==> src/rtl/grid_access_ctrl_if.sv <==
// grid_access_ctrl_if: bundles the grid write-port controller's handshake and write-port signals.
//   master : requester side (drives clear_req, A/B requests; observes readies and write port)
//   slave  : controller side (accepts requests, drives readies, clear_busy and the write port)
//   clear_req/clear_busy          : full-grid clear request and sweep-in-progress flag
//   a_*/b_* (valid,row,col,data)  : two cell-write requesters, with ready back to each
//   wr_en/wr_addr/wr_data         : registered grid write port
//   err_oob                       : one-cycle pulse when an accepted request was out of range
interface grid_access_ctrl_if #(
    parameter int unsigned ROW_W  = 5,
    parameter int unsigned COL_W  = 6,
    parameter int unsigned ADDR_W = 11
);
    logic              clear_req;
    logic              clear_busy;

    logic              a_valid;
    logic [ROW_W-1:0]  a_row;
    logic [COL_W-1:0]  a_col;
    logic              a_data;
    logic              a_ready;

    logic              b_valid;
    logic [ROW_W-1:0]  b_row;
    logic [COL_W-1:0]  b_col;
    logic              b_data;
    logic              b_ready;

    logic              wr_en;
    logic [ADDR_W-1:0] wr_addr;
    logic              wr_data;
    logic              err_oob;

    modport master (
        output clear_req,
        output a_valid, a_row, a_col, a_data,
        output b_valid, b_row, b_col, b_data,
        input  clear_busy, a_ready, b_ready,
        input  wr_en, wr_addr, wr_data, err_oob
    );

    modport slave (
        input  clear_req,
        input  a_valid, a_row, a_col, a_data,
        input  b_valid, b_row, b_col, b_data,
        output clear_busy, a_ready, b_ready,
        output wr_en, wr_addr, wr_data, err_oob
    );
endinterface

==> src/rtl/grid_access_ctrl.sv <==
// grid_access_ctrl: write-port controller for the GRID_ROWS x GRID_COLS 1-bit video cell grid.
// Round-robin arbitration between requester A (CPU bridge) and B (logic engine), plus a
// full-grid clear sweep. The grid write port is fully registered.
// Ports:
//   clk      : system clock
//   reset_n  : asynchronous active-low reset
//   bus      : grid_access_ctrl_if.slave (clear request/busy, A/B requests and readies,
//              wr_en/wr_addr/wr_data write port, err_oob pulse)
module grid_access_ctrl #(
    parameter int unsigned GRID_ROWS = 30,
    parameter int unsigned GRID_COLS = 40,
    parameter int unsigned ROW_W     = 5,
    parameter int unsigned COL_W     = 6,
    parameter int unsigned ADDR_W    = 11
) (
    input  logic               clk,
    input  logic               reset_n,
    grid_access_ctrl_if.slave  bus
);

    localparam int unsigned      NumCells = GRID_ROWS * GRID_COLS;
    localparam logic [ADDR_W-1:0] LastAddr = ADDR_W'(NumCells - 1);
    localparam logic [ADDR_W-1:0] ColsA    = ADDR_W'(GRID_COLS);
    // One extra bit so the limit compare cannot wrap for any coordinate value.
    localparam logic [ROW_W:0]   RowLimit = (ROW_W + 1)'(GRID_ROWS);
    localparam logic [COL_W:0]   ColLimit = (COL_W + 1)'(GRID_COLS);

    typedef enum logic [0:0] {StIdle, StClear} state_e;
    typedef enum logic [0:0] {GrantA, GrantB} grant_e;

    state_e            state_q;
    grant_e            last_grant_q;
    logic [ADDR_W-1:0] sweep_q;
    logic              wr_en_q;
    logic [ADDR_W-1:0] wr_addr_q;
    logic              wr_data_q;
    logic              err_oob_q;
    logic              clear_busy_q;

    logic              arb_open;
    logic              grant_a;
    logic              grant_b;
    logic [ROW_W-1:0]  sel_row;
    logic [COL_W-1:0]  sel_col;
    logic              sel_data;
    logic              sel_oob;
    logic [ADDR_W-1:0] sel_addr;

    // Readies are combinational; clear_req pre-empts any pending request in IDLE.
    always_comb begin
        arb_open = (state_q == StIdle) && !bus.clear_req;
        // On a tie the requester that did not win last time is served.
        grant_a  = arb_open && bus.a_valid && (!bus.b_valid || (last_grant_q == GrantB));
        grant_b  = arb_open && bus.b_valid && (!bus.a_valid || (last_grant_q == GrantA));
        sel_row  = grant_b ? bus.b_row  : bus.a_row;
        sel_col  = grant_b ? bus.b_col  : bus.a_col;
        sel_data = grant_b ? bus.b_data : bus.a_data;
        sel_oob  = ({1'b0, sel_row} >= RowLimit) || ({1'b0, sel_col} >= ColLimit);
        sel_addr = ADDR_W'(sel_row) * ColsA + ADDR_W'(sel_col);
    end

    always_ff @(posedge clk or negedge reset_n) begin
        if (!reset_n) begin
            state_q      <= StIdle;
            last_grant_q <= GrantB;
            sweep_q      <= '0;
            wr_en_q      <= 1'b0;
            wr_addr_q    <= '0;
            wr_data_q    <= 1'b0;
            err_oob_q    <= 1'b0;
            clear_busy_q <= 1'b0;
        end else begin
            wr_en_q   <= 1'b0;
            err_oob_q <= 1'b0;
            case (state_q)
                StIdle: begin
                    if (bus.clear_req) begin
                        // First sweep write (address 0) appears the very next cycle.
                        state_q      <= StClear;
                        sweep_q      <= '0;
                        clear_busy_q <= 1'b1;
                        wr_en_q      <= 1'b1;
                        wr_addr_q    <= '0;
                        wr_data_q    <= 1'b0;
                    end else if (grant_a || grant_b) begin
                        last_grant_q <= grant_a ? GrantA : GrantB;
                        if (sel_oob) begin
                            // Consumed but dropped; write port keeps its old address/data.
                            err_oob_q <= 1'b1;
                        end else begin
                            wr_en_q   <= 1'b1;
                            wr_addr_q <= sel_addr;
                            wr_data_q <= sel_data;
                        end
                    end
                end
                StClear: begin
                    // sweep_q tracks the address currently on the write port.
                    if (sweep_q == LastAddr) begin
                        state_q      <= StIdle;
                        sweep_q      <= '0;
                        clear_busy_q <= 1'b0;
                    end else begin
                        sweep_q   <= sweep_q + ADDR_W'(1);
                        wr_en_q   <= 1'b1;
                        wr_addr_q <= sweep_q + ADDR_W'(1);
                        wr_data_q <= 1'b0;
                    end
                end
                default: state_q <= StIdle;
            endcase
        end
    end

    assign bus.a_ready    = grant_a;
    assign bus.b_ready    = grant_b;
    assign bus.wr_en      = wr_en_q;
    assign bus.wr_addr    = wr_addr_q;
    assign bus.wr_data    = wr_data_q;
    assign bus.err_oob    = err_oob_q;
    assign bus.clear_busy = clear_busy_q;

endmodule

==> src/flat_wrapper.sv <==
// flat-port wrapper written by rule: the top's interface ports become plain ports
module grid_access_ctrl_flat 
#(
    parameter int unsigned GRID_ROWS = 30,
    parameter int unsigned GRID_COLS = 40,
    parameter int unsigned ROW_W     = 5,
    parameter int unsigned COL_W     = 6,
    parameter int unsigned ADDR_W    = 11
)
  (clk, reset_n, bus_clear_req, bus_a_valid, bus_a_row, bus_a_col, bus_a_data, bus_b_valid, bus_b_row, bus_b_col, bus_b_data, bus_clear_busy, bus_a_ready, bus_b_ready, bus_wr_en, bus_wr_addr, bus_wr_data, bus_err_oob);
  grid_access_ctrl_if #(.ROW_W(ROW_W), .COL_W(COL_W), .ADDR_W(ADDR_W)) bus_i ();
  input  logic clk;
  input  logic reset_n;
  input wire logic [$bits(bus_i.clear_req)-1:0] bus_clear_req;
  input wire logic [$bits(bus_i.a_valid)-1:0] bus_a_valid;
  input wire logic [$bits(bus_i.a_row)-1:0] bus_a_row;
  input wire logic [$bits(bus_i.a_col)-1:0] bus_a_col;
  input wire logic [$bits(bus_i.a_data)-1:0] bus_a_data;
  input wire logic [$bits(bus_i.b_valid)-1:0] bus_b_valid;
  input wire logic [$bits(bus_i.b_row)-1:0] bus_b_row;
  input wire logic [$bits(bus_i.b_col)-1:0] bus_b_col;
  input wire logic [$bits(bus_i.b_data)-1:0] bus_b_data;
  output wire logic [$bits(bus_i.clear_busy)-1:0] bus_clear_busy;
  output wire logic [$bits(bus_i.a_ready)-1:0] bus_a_ready;
  output wire logic [$bits(bus_i.b_ready)-1:0] bus_b_ready;
  output wire logic [$bits(bus_i.wr_en)-1:0] bus_wr_en;
  output wire logic [$bits(bus_i.wr_addr)-1:0] bus_wr_addr;
  output wire logic [$bits(bus_i.wr_data)-1:0] bus_wr_data;
  output wire logic [$bits(bus_i.err_oob)-1:0] bus_err_oob;
  assign bus_i.clear_req = bus_clear_req;
  assign bus_i.a_valid = bus_a_valid;
  assign bus_i.a_row = bus_a_row;
  assign bus_i.a_col = bus_a_col;
  assign bus_i.a_data = bus_a_data;
  assign bus_i.b_valid = bus_b_valid;
  assign bus_i.b_row = bus_b_row;
  assign bus_i.b_col = bus_b_col;
  assign bus_i.b_data = bus_b_data;
  assign bus_clear_busy = bus_i.clear_busy;
  assign bus_a_ready = bus_i.a_ready;
  assign bus_b_ready = bus_i.b_ready;
  assign bus_wr_en = bus_i.wr_en;
  assign bus_wr_addr = bus_i.wr_addr;
  assign bus_wr_data = bus_i.wr_data;
  assign bus_err_oob = bus_i.err_oob;
  grid_access_ctrl #(.GRID_ROWS(GRID_ROWS), .GRID_COLS(GRID_COLS), .ROW_W(ROW_W), .COL_W(COL_W), .ADDR_W(ADDR_W)) u_core (.clk(clk), .reset_n(reset_n), .bus(bus_i));
endmodule
==> config.mk <==
export PLATFORM = sky130hd
export DESIGN_NAME = grid_access_ctrl_flat
export DESIGN_NICKNAME = d
export VERILOG_FILES = /design/src/rtl/grid_access_ctrl_if.sv /design/src/rtl/grid_access_ctrl.sv /design/src/flat_wrapper.sv
export SDC_FILE = /design/constraint.sdc
export NUM_CORES = 1
export LEC_CHECK = 0
export CAP_MARGIN = 0
export CORE_ASPECT_RATIO = 1.75
export CORE_UTILIZATION = 49
export DETAILED_ROUTE_END_ITERATION = 12
export PLACE_DENSITY_LB_ADDON = 0.08
export SLEW_MARGIN = 5
export SYNTH_ARGS = -nofsm -noshare
export SYNTH_HDL_FRONTEND = slang
export SYNTH_SLANG_ARGS = --single-unit
==> constraint.sdc <==
create_clock -name clk -period 5.6 [get_ports clk]
set_clock_uncertainty 0.05 [all_clocks]
set_input_delay 1.12 -clock clk [delete_from_list [all_inputs] [get_ports clk]]
set_output_delay 1.12 -clock clk [all_outputs]
set_load 0.05 [all_outputs]
; ---- After elaboration in Yosys (flattened, before gate mapping)
; Cells that the tools add are included.
[word_totals]
regBits = 28
in_bits = 29
out_inout_bits = 17
word_cells = 68
[classes]
reduce_logical = 15
muxes = 31
magnitude_cmp = 2
multipliers = 1
add_sub_neg = 2
bitwise_logic = 3
n_eq_ne = 6
[op_table]
columns = operator, n
row1 = two-way mux 11 bit, 6
row2 = one-hot mux 11 bit (2 select lines), 2
row3 = two-way mux 1 bit, 17
row4 = adder 11 x 1 -> 11 bit (second input constant), 1
row5 = adder 11 x 6 -> 11 bit, 1
row6 = == test 11 bit (second input constant), 1
row7 = multiplier 5 x 3 -> 8 bit (second input constant), 1
row8 = one-hot mux 1 bit (2 select lines), 4
row9 = greater-or-equal comparator 6 bit (second input constant), 1
row10 = two-way mux 6 bit, 1
row11 = != test 2 bit (second input constant), 3
row12 = != test 3 bit (second input constant), 2
row13 = AND reduction 3 bit, 2
row14 = greater-or-equal comparator 5 bit (second input constant), 1
row15 = logical AND 1 bit, 5
row16 = two-way mux 5 bit, 1
row17 = logical OR 1 bit, 4
row18 = zero test 1 bit, 3
row19 = NOT 1 bit, 3
row20 = AND reduction 2 bit, 1

; ---- Depth between registers and ports, before layout
; Gate-level depths: netlist (run 1).
[depth]
ltp_word = 11
ltp_mapped = 13
mapped_depth_nobuf = 13

; ---- Least setup slack after synthesis (run 1)
; No wires, ideal clock.
[synth_path]
kind = input port to flip-flop
from = input port bus_b_valid
to = register u_core.wr_addr_q[10], in the netlist u_core.bus.wr_addr[10]
path_slack_ns = 1.315
arrival_ns = 4.153
stages = 13
cell_sequence = a21boi_0 nand2_1 buf_1 mux2_2 ha_1 ha_1 inv_1 fa_1 nand2b_1 or3b_2 nor3b_1 mux2i_1 a31oi_1
[synth_via]
elab_chain_len = 9
[synth_lines]
columns = item, line_no
row1 = start: declaration, flat_wrapper.sv:19  ; input wire logic [$bits(bus_i.b_valid)-1:0] bus_b_valid;
row2 = logical AND 1 bit (2 in a row), grid_access_ctrl.sv:54  ; grant_b = arb_open && bus.b_valid && (!bus.a_valid || (last_grant_q == GrantA));
row3 = two-way mux 5 bit, grid_access_ctrl.sv:55  ; sel_row = grant_b ? bus.b_row : bus.a_row;
row4 = multiplier 5 x 3 -> 8 bit, grid_access_ctrl.sv:59  ; sel_addr = ADDR_W'(sel_row) * ColsA + ADDR_W'(sel_col);
row5 = adder 11 x 6 -> 11 bit, grid_access_ctrl.sv:59
row6 = two-way mux 11 bit, grid_access_ctrl.sv:87  ; if (sel_oob) begin
row7 = two-way mux 11 bit, grid_access_ctrl.sv:85  ; end else if (grant_a || grant_b) begin
row8 = two-way mux 11 bit, grid_access_ctrl.sv:77  ; if (bus.clear_req) begin
row9 = one-hot mux 11 bit (2 select lines), grid_access_ctrl.sv:75  ; case (state_q)
row10 = end signal: assignment, grid_access_ctrl.sv:92  ; wr_addr_q <= sel_addr;
row11 = end signal: assignment, grid_access_ctrl.sv:106  ; wr_addr_q <= sweep_q + ADDR_W'(1);
row12 = end: declaration, grid_access_ctrl.sv:35  ; logic [ADDR_W-1:0] wr_addr_q;
; Parallel ways exist; a longest one is shown, timed or not. The select of a mux whose other input is x is not followed.
; A chain may end at the register's enable or synchronous reset.

; ---- Worst setup path after layout (run 1)
; Same ends and word-level chain as after synthesis.

==> results of run 1 <==
[sequential cells by signal, indices dropped and copies added (netlist names)]
name	cells
u_core.bus.wr_addr	11
u_core.sweep_q	11
u_core.bus.clear_busy	1
u_core.bus.err_oob	1
u_core.bus.wr_data	1
u_core.bus.wr_en	1
u_core.last_grant_q	1
u_core.state_q	1
[power by group through the flow]
stage | Sequential (mW) | Clock [mW] | Combinational [mW]
final | 0.349 | 0.131 | 0.523
after global routing | 0.360 | 0.136 | 0.561
after CTS | 0.348 | 0.131 | 0.525
after detailed placement | 0.351 | 0 | 0.522
after global placement | 0.348 | 0 | 0.512
after floorplan | 0.463 | 0 | 0.242
[worst max-delay path, stage by stage]
cell             delay, ns
clkdlybuf4s50_1       0.51
a21boi_0              0.26
nand2_1               0.33
mux2_2                0.42
ha_1                  0.29
ha_1                  0.22
inv_1                 0.08
fa_1                  0.43
nand2b_1              0.20
or3b_2                0.47
nor3b_1               0.19
mux2i_1               0.09
a31oi_1               0.17
[per-stage QoR]
step / instances / worst slack, ns
after detailed placement: 294 / 0.652
after global placement: 294 / 0.809
after global routing: 298 / 0.689
after CTS: 298 / 0.936
final: 298 / 0.971
after floorplan: 205 / 1.32
[cell families (layout without fill, tap and decap cells)]
| kind of cell | count (synthesis) | count (layout) | share of synthesized area [%] |
|---|---|---|---|
| fa+ha+maj | 11 | 11 | 7.72 |
| mux | 20 | 20 | 12.0 |
| xor+xnor | 16 | 16 | 7.78 |
| flops | 28 | 28 | 35.5 |
| compound gates | 51 | 51 | 17.3 |
| simple gates | 59 | 59 | 15.6 |
| buf+inv | 20 | 65 | 4.17 |
[Yosys cell counts (2+ instances only)]
cell type / n / area (um^2)
a31o_2: 2 / 17.5
fa_1: 2 / 40.0
nor3_1: 6 / 30.0
a21oi_1: 14 / 70.1
nand4_1: 3 / 18.8
a22o_1: 8 / 70.1
o22ai_1: 2 / 12.5
xor2_1: 6 / 52.6
nor3b_1: 2 / 15.0
clkbuf_1: 5 / 18.8
nand2_1: 19 / 71.3
xnor2_1: 9 / 78.8
mux2_2: 9 / 101
inv_1: 13 / 48.8
o21ai_0: 12 / 60.1
and2_1: 2 / 12.5
nor2_1: 8 / 30.0
ha_1: 9 / 113
o211ai_1: 2 / 15.0
a32o_1: 2 / 20.0
mux2_4: 5 / 75.1
mux2i_1: 6 / 60.1
nand3_1: 9 / 45.0
dfrtp_1: 27 / 676
nand2b_1: 2 / 12.5
[final cells by class]
cell class,instances,area [um^2],share of cell area (%)
clock buffers,4,55.1,2.17
inverters,13,48.8,1.93
repair buffers,48,473,18.7
multi-input cells,157,1190,47.1
well taps,48,60.1,2.37
flip-flops and latches,28,702,27.7
[routing by layer]
metal	part of all wire, %	vias up
met1	40	839
met3	2.6	11
met2	55	40
li1	-	824
met4	2.5	0
met5	0	-
[worst max path at each step]
stage	endpoint	cells after the start	start	slack, ns
5_1_grt	u_core.bus.wr_addr[10]	13	bus_b_valid	0.69
2_1_floorplan	u_core.bus.wr_addr[10]	13	bus_b_valid	1.32
4_1_cts	u_core.bus.wr_addr[9]	13	bus_b_valid	0.94
3_3_place_gp	u_core.bus.wr_addr[9]	13	bus_b_valid	0.81
3_5_place_dp	u_core.bus.wr_addr[9]	13	bus_b_valid	0.65
6_report	u_core.bus.wr_addr[10]	13	bus_b_valid	0.97
==> flow_metrics.tcl, run 1 <==
set metrics [dict create \
    htree_levels 1 \
    routed_via_density 5.75 \
    worstHoldStart "u_core.last_grant_q" \
    routedWlPerCell_um 16.8 \
    cts_resized 0 \
    leakagePower_nw 1.12 \
    final_cell_mix "clkdlybuf4s50_1 (45), dfrtp_1 (27), nand2_1 (19)" \
    nFillCells 345 \
    fmaxAchievable_mhz 216 \
    drtPass1Iterations 4 \
    power.total_mw 1.00 \
    cts_hold_buf 0 \
    use_met3_pct 2.66 \
    intPower_mw 0.575 \
    die_w_um 50.0 \
    ys_seq_area_share_pct 35.5 \
    syn_nets 245 \
    grt.busiest_layer "met2" \
    r2r_start "u_core.state_q" \
    cts-root-buf "clkbuf_8" \
    clock_sinks 28 \
    hp-class "flop to flop" \
    hold_viol_final 0 \
    combPwrFrac_pct 52.2 \
    first_global_vias 1790 \
    dieArea_um2 4310 \
    drt_wl_total_mm 5.00 \
    die_h_um 86.1 \
    cts_setup_buffers 0 \
    cap_viol_max_count 0 \
    holdWs_ns 0.433 \
    clkTransAtPathRegs_ns 0.10 \
    vdd_drop_max_mv 0.223 \
    std_cell_rows 30 \
    clkPwrFrac_pct 13.0 \
    power_density_nw_per_um2 396 \
    drcViolationCount 0 \
    rsz0062_at_grt "no" \
    grt_use_total_pct 25.2 \
    clk_path_buf_depth 2 \
    io_pins 46 \
    crit_path_end_kind "flop" \
    finalInstanceArea_um2 2530 \
    period_needed_ns 4.63 \
    syn2layout_area_growth_pct 28.0 \
    min_path_cells 2 \
    core_um2 3870 \
    grtUsageMet1_pct 26.0 \
    antenna_found_initial 0 \
    numCtsBuffers 3 \
    swShare_pct 42.7 \
    worstMarginPinSlew_ns 0.799 \
    async_flop_share_pct 100 \
    period_share_pct 82.7 \
    critPathMaxFanout 12 \
    utilization_pct 65.5 \
    layout_commonest_cell "clkdlybuf4s50_1" \
    r2r_cells 12 \
    cp.arrival_ns 4.79 \
    setup_tns_ns 0 \
    setup_viol 0 \
    p_switching_mw 0.427 \
    holdPathEnd "u_core.last_grant_q" \
    required_ns 5.76 \
    ys_warn_count 0 \
    synth_area_per_cell_um2 9.65 \
    initialDrtViolationCount 38 \
    slew_headroom_pct 46.7 \
    r2r_slack_ns 1.53 \
    diodes 0 \
    p_seq_share_pct 34.8 \
    start_kind "input port" \
    syn_inst 205 \
    nNetsFinal 291 \
    ant_nets 0 \
    grt_pass1_wl_mm 8.09 \
    post_route_cells_drive_above_1_share_pct 12.8 \
    vias 1714 \
    ys_types 46 \
    ys_seq_elements 28 \
    reg2reg_to "u_core.bus.wr_addr[10]" \
    place_area_um2 2480 \
    gp_congestion 0.819 \
    initial_core_util_pct 51.2 \
    synthesis.area_um2 1980 \
    post-dp-hpwl_mm 3.93 \
    use_met2_pct 48.0 \
    worstSkewPairLatency_ns 0.28 \
    critPathKind "input port to flop" \
    port_buffers 45 \
    gr-total-overflow 0 \
    slew_violations 0 \
    grt_max_degree 29 \
    synth_ff_type "dfrtp_1" \
    synth_enable_flop_cells 0 \
    cts_tree "built" \
    status "complete, no violations" \
]
Power figures use the tool's default switching activity.
==> run 2, diff against run 1 <==
--- a/config.mk
+++ b/config.mk
@@ -7,7 +7,7 @@
 export LEC_CHECK = 0
 export CAP_MARGIN = 0
 export CORE_ASPECT_RATIO = 1.75
-export CORE_UTILIZATION = 49
+export CORE_UTILIZATION = 45
 export DETAILED_ROUTE_END_ITERATION = 12
 export PLACE_DENSITY_LB_ADDON = 0.08
 export SLEW_MARGIN = 5
==> constraint.sdc (replaced) <==
create_clock -name clk -period 3.95 [get_ports clk]
set_clock_uncertainty 0.05 [all_clocks]
set_input_delay 0.79 -clock clk [delete_from_list [all_inputs] [get_ports clk]]
set_output_delay 0.79 -clock clk [all_outputs]
set_load 0.05 [all_outputs]
==> run 2 against run 1 <==
Compared with the run above:
- sequential cell count unchanged
- register-to-register slack got worse by 0.91 ns
- critical endpoint unchanged
- total power increased by 44%
- sequential share of layout area decreased by 1.6 points
- combinational power increased by 46%
- non-clock buffer count increased by 12
- final cell count increased by 4.4%
- sequential power increased by 41%
- die area increased by 8.6%
- setup slack got worse by 0.85 ns
- critical path depth increased by 1
- routed wire length increased by 3.8%
==> flow_metrics.tcl, run 2 (same netlist as run 1, synthesis figures left out) <==
set metrics [dict create \
    status "complete, no violations" \
    finalInstanceArea_um2 2680 \
    gp_congestion 0.819 \
    nFillCells 361 \
    setup_tns_ns 0 \
    grt_use_total_pct 24.6 \
    core_um2 4190 \
    crit_path_end_kind "flop" \
    hold_viol_final 0 \
    htree_levels 1 \
    vdd_drop_max_mv 0.283 \
    grt_max_degree 29 \
    slew_violations 0 \
    cts-root-buf "clkbuf_8" \
    leakagePower_nw 1.20 \
    clk_path_buf_depth 2 \
    drcViolationCount 0 \
    power_density_nw_per_um2 537 \
    std_cell_rows 31 \
    required_ns 4.11 \
    io_pins 46 \
    initial_core_util_pct 47.2 \
    drtPass1Iterations 6 \
    start_kind "input port" \
    cts_resized 0 \
    cap_viol_max_count 0 \
    post_route_cells_drive_above_1_share_pct 20.2 \
    ant_nets 0 \
    nNetsFinal 303 \
    layout_commonest_cell "clkdlybuf4s50_1" \
    antenna_found_initial 0 \
    cts_hold_buf 0 \
    post-dp-hpwl_mm 3.98 \
    min_path_cells 2 \
    holdWs_ns 0.452 \
    fmaxAchievable_mhz 261 \
    clock_sinks 28 \
    routed_via_density 5.72 \
    first_global_vias 1833 \
    critPathKind "input port to flop" \
    cts_setup_buffers 0 \
    die_w_um 52.1 \
    setup_viol 0 \
    slew_headroom_pct 63.4 \
    routedWlPerCell_um 16.7 \
    cp.arrival_ns 3.99 \
    worstMarginPinSlew_ns 0.548 \
    place_area_um2 2580 \
    diodes 0 \
    final_cell_mix "clkdlybuf4s50_1 (43), dfrtp_1 (27), nand2_1 (18)" \
    cts_tree "built" \
    port_buffers 45 \
    hp-class "flop to flop" \
    die_h_um 89.7 \
    syn2layout_area_growth_pct 35.6 \
    dieArea_um2 4680 \
    initialDrtViolationCount 36 \
    vias 1779 \
    critPathMaxFanout 4 \
    worstSkewPairLatency_ns 0.28 \
    utilization_pct 64.0 \
    dp_cells 307 \
    period_needed_ns 3.83 \
    numCtsBuffers 3 \
    r2r_cells 12 \
    clkTransAtPathRegs_ns 0.10 \
    grt_pass1_wl_mm 8.63 \
    fin_cells 311 \
    period_share_pct 97.1 \
    gr-total-overflow 0 \
    drt_wl_total_mm 5.19 \
]
==> run 2: changes by cell type in the layout (fill, tap and decap cells not counted), moves of 2 or more <==
cell and delta:
buf_4 +13, clkdlybuf4s50_1 -2, nor3b_1 -2, nor3b_2 +2
==> run 2: path summary, 6_finish.rpt <==
check,startpoint,endpoint,slack (ns)
min in group asynchronous,reset_n,u_core.bus.wr_addr[1],0.82
max reg2reg,u_core.last_grant_q,u_core.bus.wr_addr[10],0.62
min reg2reg,u_core.last_grant_q,u_core.last_grant_q,0.45
max in group asynchronous,reset_n,u_core.last_grant_q,2.72
max,bus_b_valid,u_core.bus.wr_addr[10],0.12
min,u_core.last_grant_q,u_core.last_grant_q,0.45
==> run 2: where the power goes <==
part           switching (mW)  leakage [nW]  total (mW)  internal [mW]
registers               0.100         0.334       0.493          0.392
clock network          0.0966        0.0288       0.186         0.0895
logic                   0.413         0.839       0.763          0.350
total                   0.610          1.20        1.44          0.832
==> run 2: routing by layer <==
layer,up-vias,GRT usage [%],share of wire (%)
met5,-,0,0
met4,0,10.1,2.4
met3,10,1.18,2.0
met2,41,44.2,56
met1,879,28.8,39
li1,849,-,-
==> run 2: metrics by stage <==
step	setup slack, ns	total power, mW
floorplan	0.0304	1.00
global placement	-0.195	1.23
detailed placement	-0.273	1.25
CTS	0.00462	1.43
global route	-0.0250	1.52
finish	0.116	1.44
==> run 2: cell type report <==
| type | instances | area, um^2 | share of cell area, % |
|---|---|---|---|
| multi-input combinational | 157 | 1240 | 46.4 |
| sequential | 28 | 702 | 26.2 |
| timing repair buffer | 60 | 571 | 21.3 |
| tap | 49 | 61.3 | 2.29 |
| clock buffer | 4 | 55.1 | 2.05 |
| inverter | 13 | 48.8 | 1.82 |
==> run 2: critical path: stages <==
cell             delay (ns)
clkdlybuf4s50_1        0.51
a21boi_4               0.20
nand2_2                0.10
buf_4                  0.17
mux2_2                 0.28
ha_1                   0.18
ha_1                   0.19
inv_1                  0.08
fa_1                   0.43
nand2b_4               0.17
or3b_2                 0.47
nor3b_2                0.17
mux2i_1                0.09
a31oi_1                0.16
==> run 3, diff against run 2 <==
--- a/config.mk
+++ b/config.mk
@@ -10,6 +10,8 @@
 export CORE_UTILIZATION = 45
 export DETAILED_ROUTE_END_ITERATION = 12
 export PLACE_DENSITY_LB_ADDON = 0.08
+export SETUP_SLACK_MARGIN = 0.1
+export SKIP_LAST_GASP = 1
 export SLEW_MARGIN = 5
 export SYNTH_ARGS = -nofsm -noshare
 export SYNTH_HDL_FRONTEND = slang
==> run 3 against run 2 <==
Compared with the run above:
- clock-buffer cell count unchanged
- largest cell class unchanged
- clock power fell by 2%
- critical endpoint is now u_core.bus.wr_addr[9]
- hold slack got worse by 0.013 ns
==> flow_metrics.tcl, run 3 (same netlist as run 1, synthesis figures left out) <==
set metrics [dict create \
    cts_tree "built" \
    antenna_found_initial 0 \
    rsz0062_at_grt "no" \
    cts-root-buf "clkbuf_8" \
    drt_wl_total_mm 4.98 \
    fmaxAchievable_mhz 269 \
    vdd_drop_max_mv 0.361 \
    cts_setup_buffers 0 \
    clkTransAtPathRegs_ns 0.10 \
    core_um2 4190 \
    initial_core_util_pct 47.2 \
    leakagePower_nw 1.22 \
    nNetsFinal 305 \
    hp-class "flop to flop" \
    hold_viol_final 0 \
    period_needed_ns 3.71 \
    post-dp-hpwl_mm 3.80 \
    routed_via_density 5.62 \
    drtPass1Iterations 5 \
    start_kind "input port" \
    path_delay_family "adder cells" \
    std_cell_rows 31 \
    worst-path-buf-inv 3 \
    place_area_um2 2590 \
    status "complete, no violations" \
    period_share_pct 94.0 \
    nFillCells 352 \
    diodes 0 \
    final_cell_mix "clkdlybuf4s50_1 (43), dfrtp_1 (27), nand2_1 (18)" \
    slew_headroom_pct 65.1 \
    power_density_nw_per_um2 528 \
    routedWlPerCell_um 15.9 \
    syn2layout_area_growth_pct 37.0 \
    worstSkewPairLatency_ns 0.27 \
    critPathKind "input port to flop" \
    io_pins 46 \
    worstMarginPinSlew_ns 0.521 \
    htree_levels 1 \
    ant_nets 0 \
    layout_commonest_cell "clkdlybuf4s50_1" \
    required_ns 4.12 \
    grt_max_degree 29 \
    dieArea_um2 4680 \
    cp.arrival_ns 3.89 \
    setup_viol 0 \
    initialDrtViolationCount 35 \
    die_h_um 89.7 \
    cap_viol_max_count 0 \
    finalInstanceArea_um2 2710 \
    die_w_um 52.1 \
    fin_cells 313 \
    power.total_mw 1.43 \
    critPathMaxFanout 5 \
    cpMaxStageDelayCell "clkdlybuf4s50_1" \
    clk_path_buf_depth 2 \
    gr-total-overflow 0 \
    vias 1758 \
    clock_sinks 28 \
    dp_cells 309 \
    port_buffers 45 \
    grt_use_total_pct 22.6 \
    grt_pass1_wl_mm 8.01 \
    cpPeakStageDelay_ns 0.48 \
    ff_latch_area_um2 702 \
    gp_congestion 0.790 \
    first_global_vias 1772 \
    cts_hold_buf 0 \
    crit_path_cell_trace "clkdlybuf4s50_1, a21boi_2, nand2_2, buf_6, mux2_2, ha_1, ha_2, inv_1, fa_2, nand2b_4, nor3b_2, xnor3_1, a21oi_1, o22a_1" \
    crit_path_end_kind "flop" \
    multiInputGateArea_um2 1250 \
    numCtsBuffers 3 \
    post_route_cells_drive_above_1_share_pct 22.0 \
    slew_violations 0 \
    drcViolationCount 0 \
]
==> run 3: per-stage QoR <==
| stage | hold slack (ns) | setup WS [ns] | utilization, % | setup TNS, ns |
|---|---|---|---|---|
| finish | 0.439 | 0.237 | 64.7 | 0 |
| global route | 0.469 | 0.0938 | 64.7 | 0 |
| CTS | 0.442 | 0.0823 | 63.4 | 0 |
| detailed placement | 0.419 | -0.294 | 61.9 | -0.787 |
| global placement | 0.415 | -0.232 | 61.9 | -0.565 |
| floorplan | 0.404 | 0.114 | - | 0 |
==> run 3: power breakdown <==
| group | switching [mW] | internal [mW] | total (mW) | leakage [nW] |
|---|---|---|---|---|
| registers | 0.0971 | 0.393 | 0.490 | 0.334 |
| logic | 0.409 | 0.352 | 0.760 | 0.854 |
| clock network | 0.0928 | 0.0893 | 0.182 | 0.0288 |
| total | 0.598 | 0.834 | 1.43 | 1.22 |
==> run 3: repair_timing <==
action                                  CTS  global route
pin swaps                                 0             3
cloned                                    0             0
endpoints found under the setup margin    3             3
resized for setup                         3            10
==> run 3: path summary, 6_finish.rpt <==
path,startpoint,end,slack [ns],cells after the start
worst max-delay path,bus_b_valid,u_core.bus.wr_addr[9],0.24,14
worst min-delay path,u_core.last_grant_q,u_core.last_grant_q,0.44,2
worst max register to register,u_core.last_grant_q,u_core.bus.wr_addr[9],0.73,13
worst min register to register,u_core.last_grant_q,u_core.last_grant_q,0.44,2
max in group asynchronous,reset_n,u_core.last_grant_q,2.71,2
min in group asynchronous,reset_n,u_core.bus.wr_addr[1],0.83,2
==> run 3: final cells by class <==
cell class	count	area share [%]
Sequential cell	28	25.9
Clock buffer	4	2.03
Tap cell	49	2.26
Timing Repair Buffer	62	21.7
Inverter	13	1.80
Multi-Input combinational cell	157	46.3
==> run 3: metal layers <==
metal | up-vias | track usage, % | share of wire, %
li1 | 857 | - | -
met1 | 870 | 26.5 | 40
met2 | 27 | 41.5 | 57
met3 | 4 | 1.02 | 1.7
met4 | 0 | 6.98 | 0.96
met5 | - | 0 | 0
==> run 3: worst reg2reg max path: stages (launching register included) <==
cell	delay (ns)
dfstp_2	0.57
a21boi_2	0.07
nand2_2	0.13
buf_6	0.14
mux2_2	0.34
ha_1	0.18
ha_2	0.17
inv_1	0.06
fa_2	0.43
nand2b_4	0.16
nor3b_2	0.16
xnor3_1	0.41
a21oi_1	0.15
o22a_1	0.13
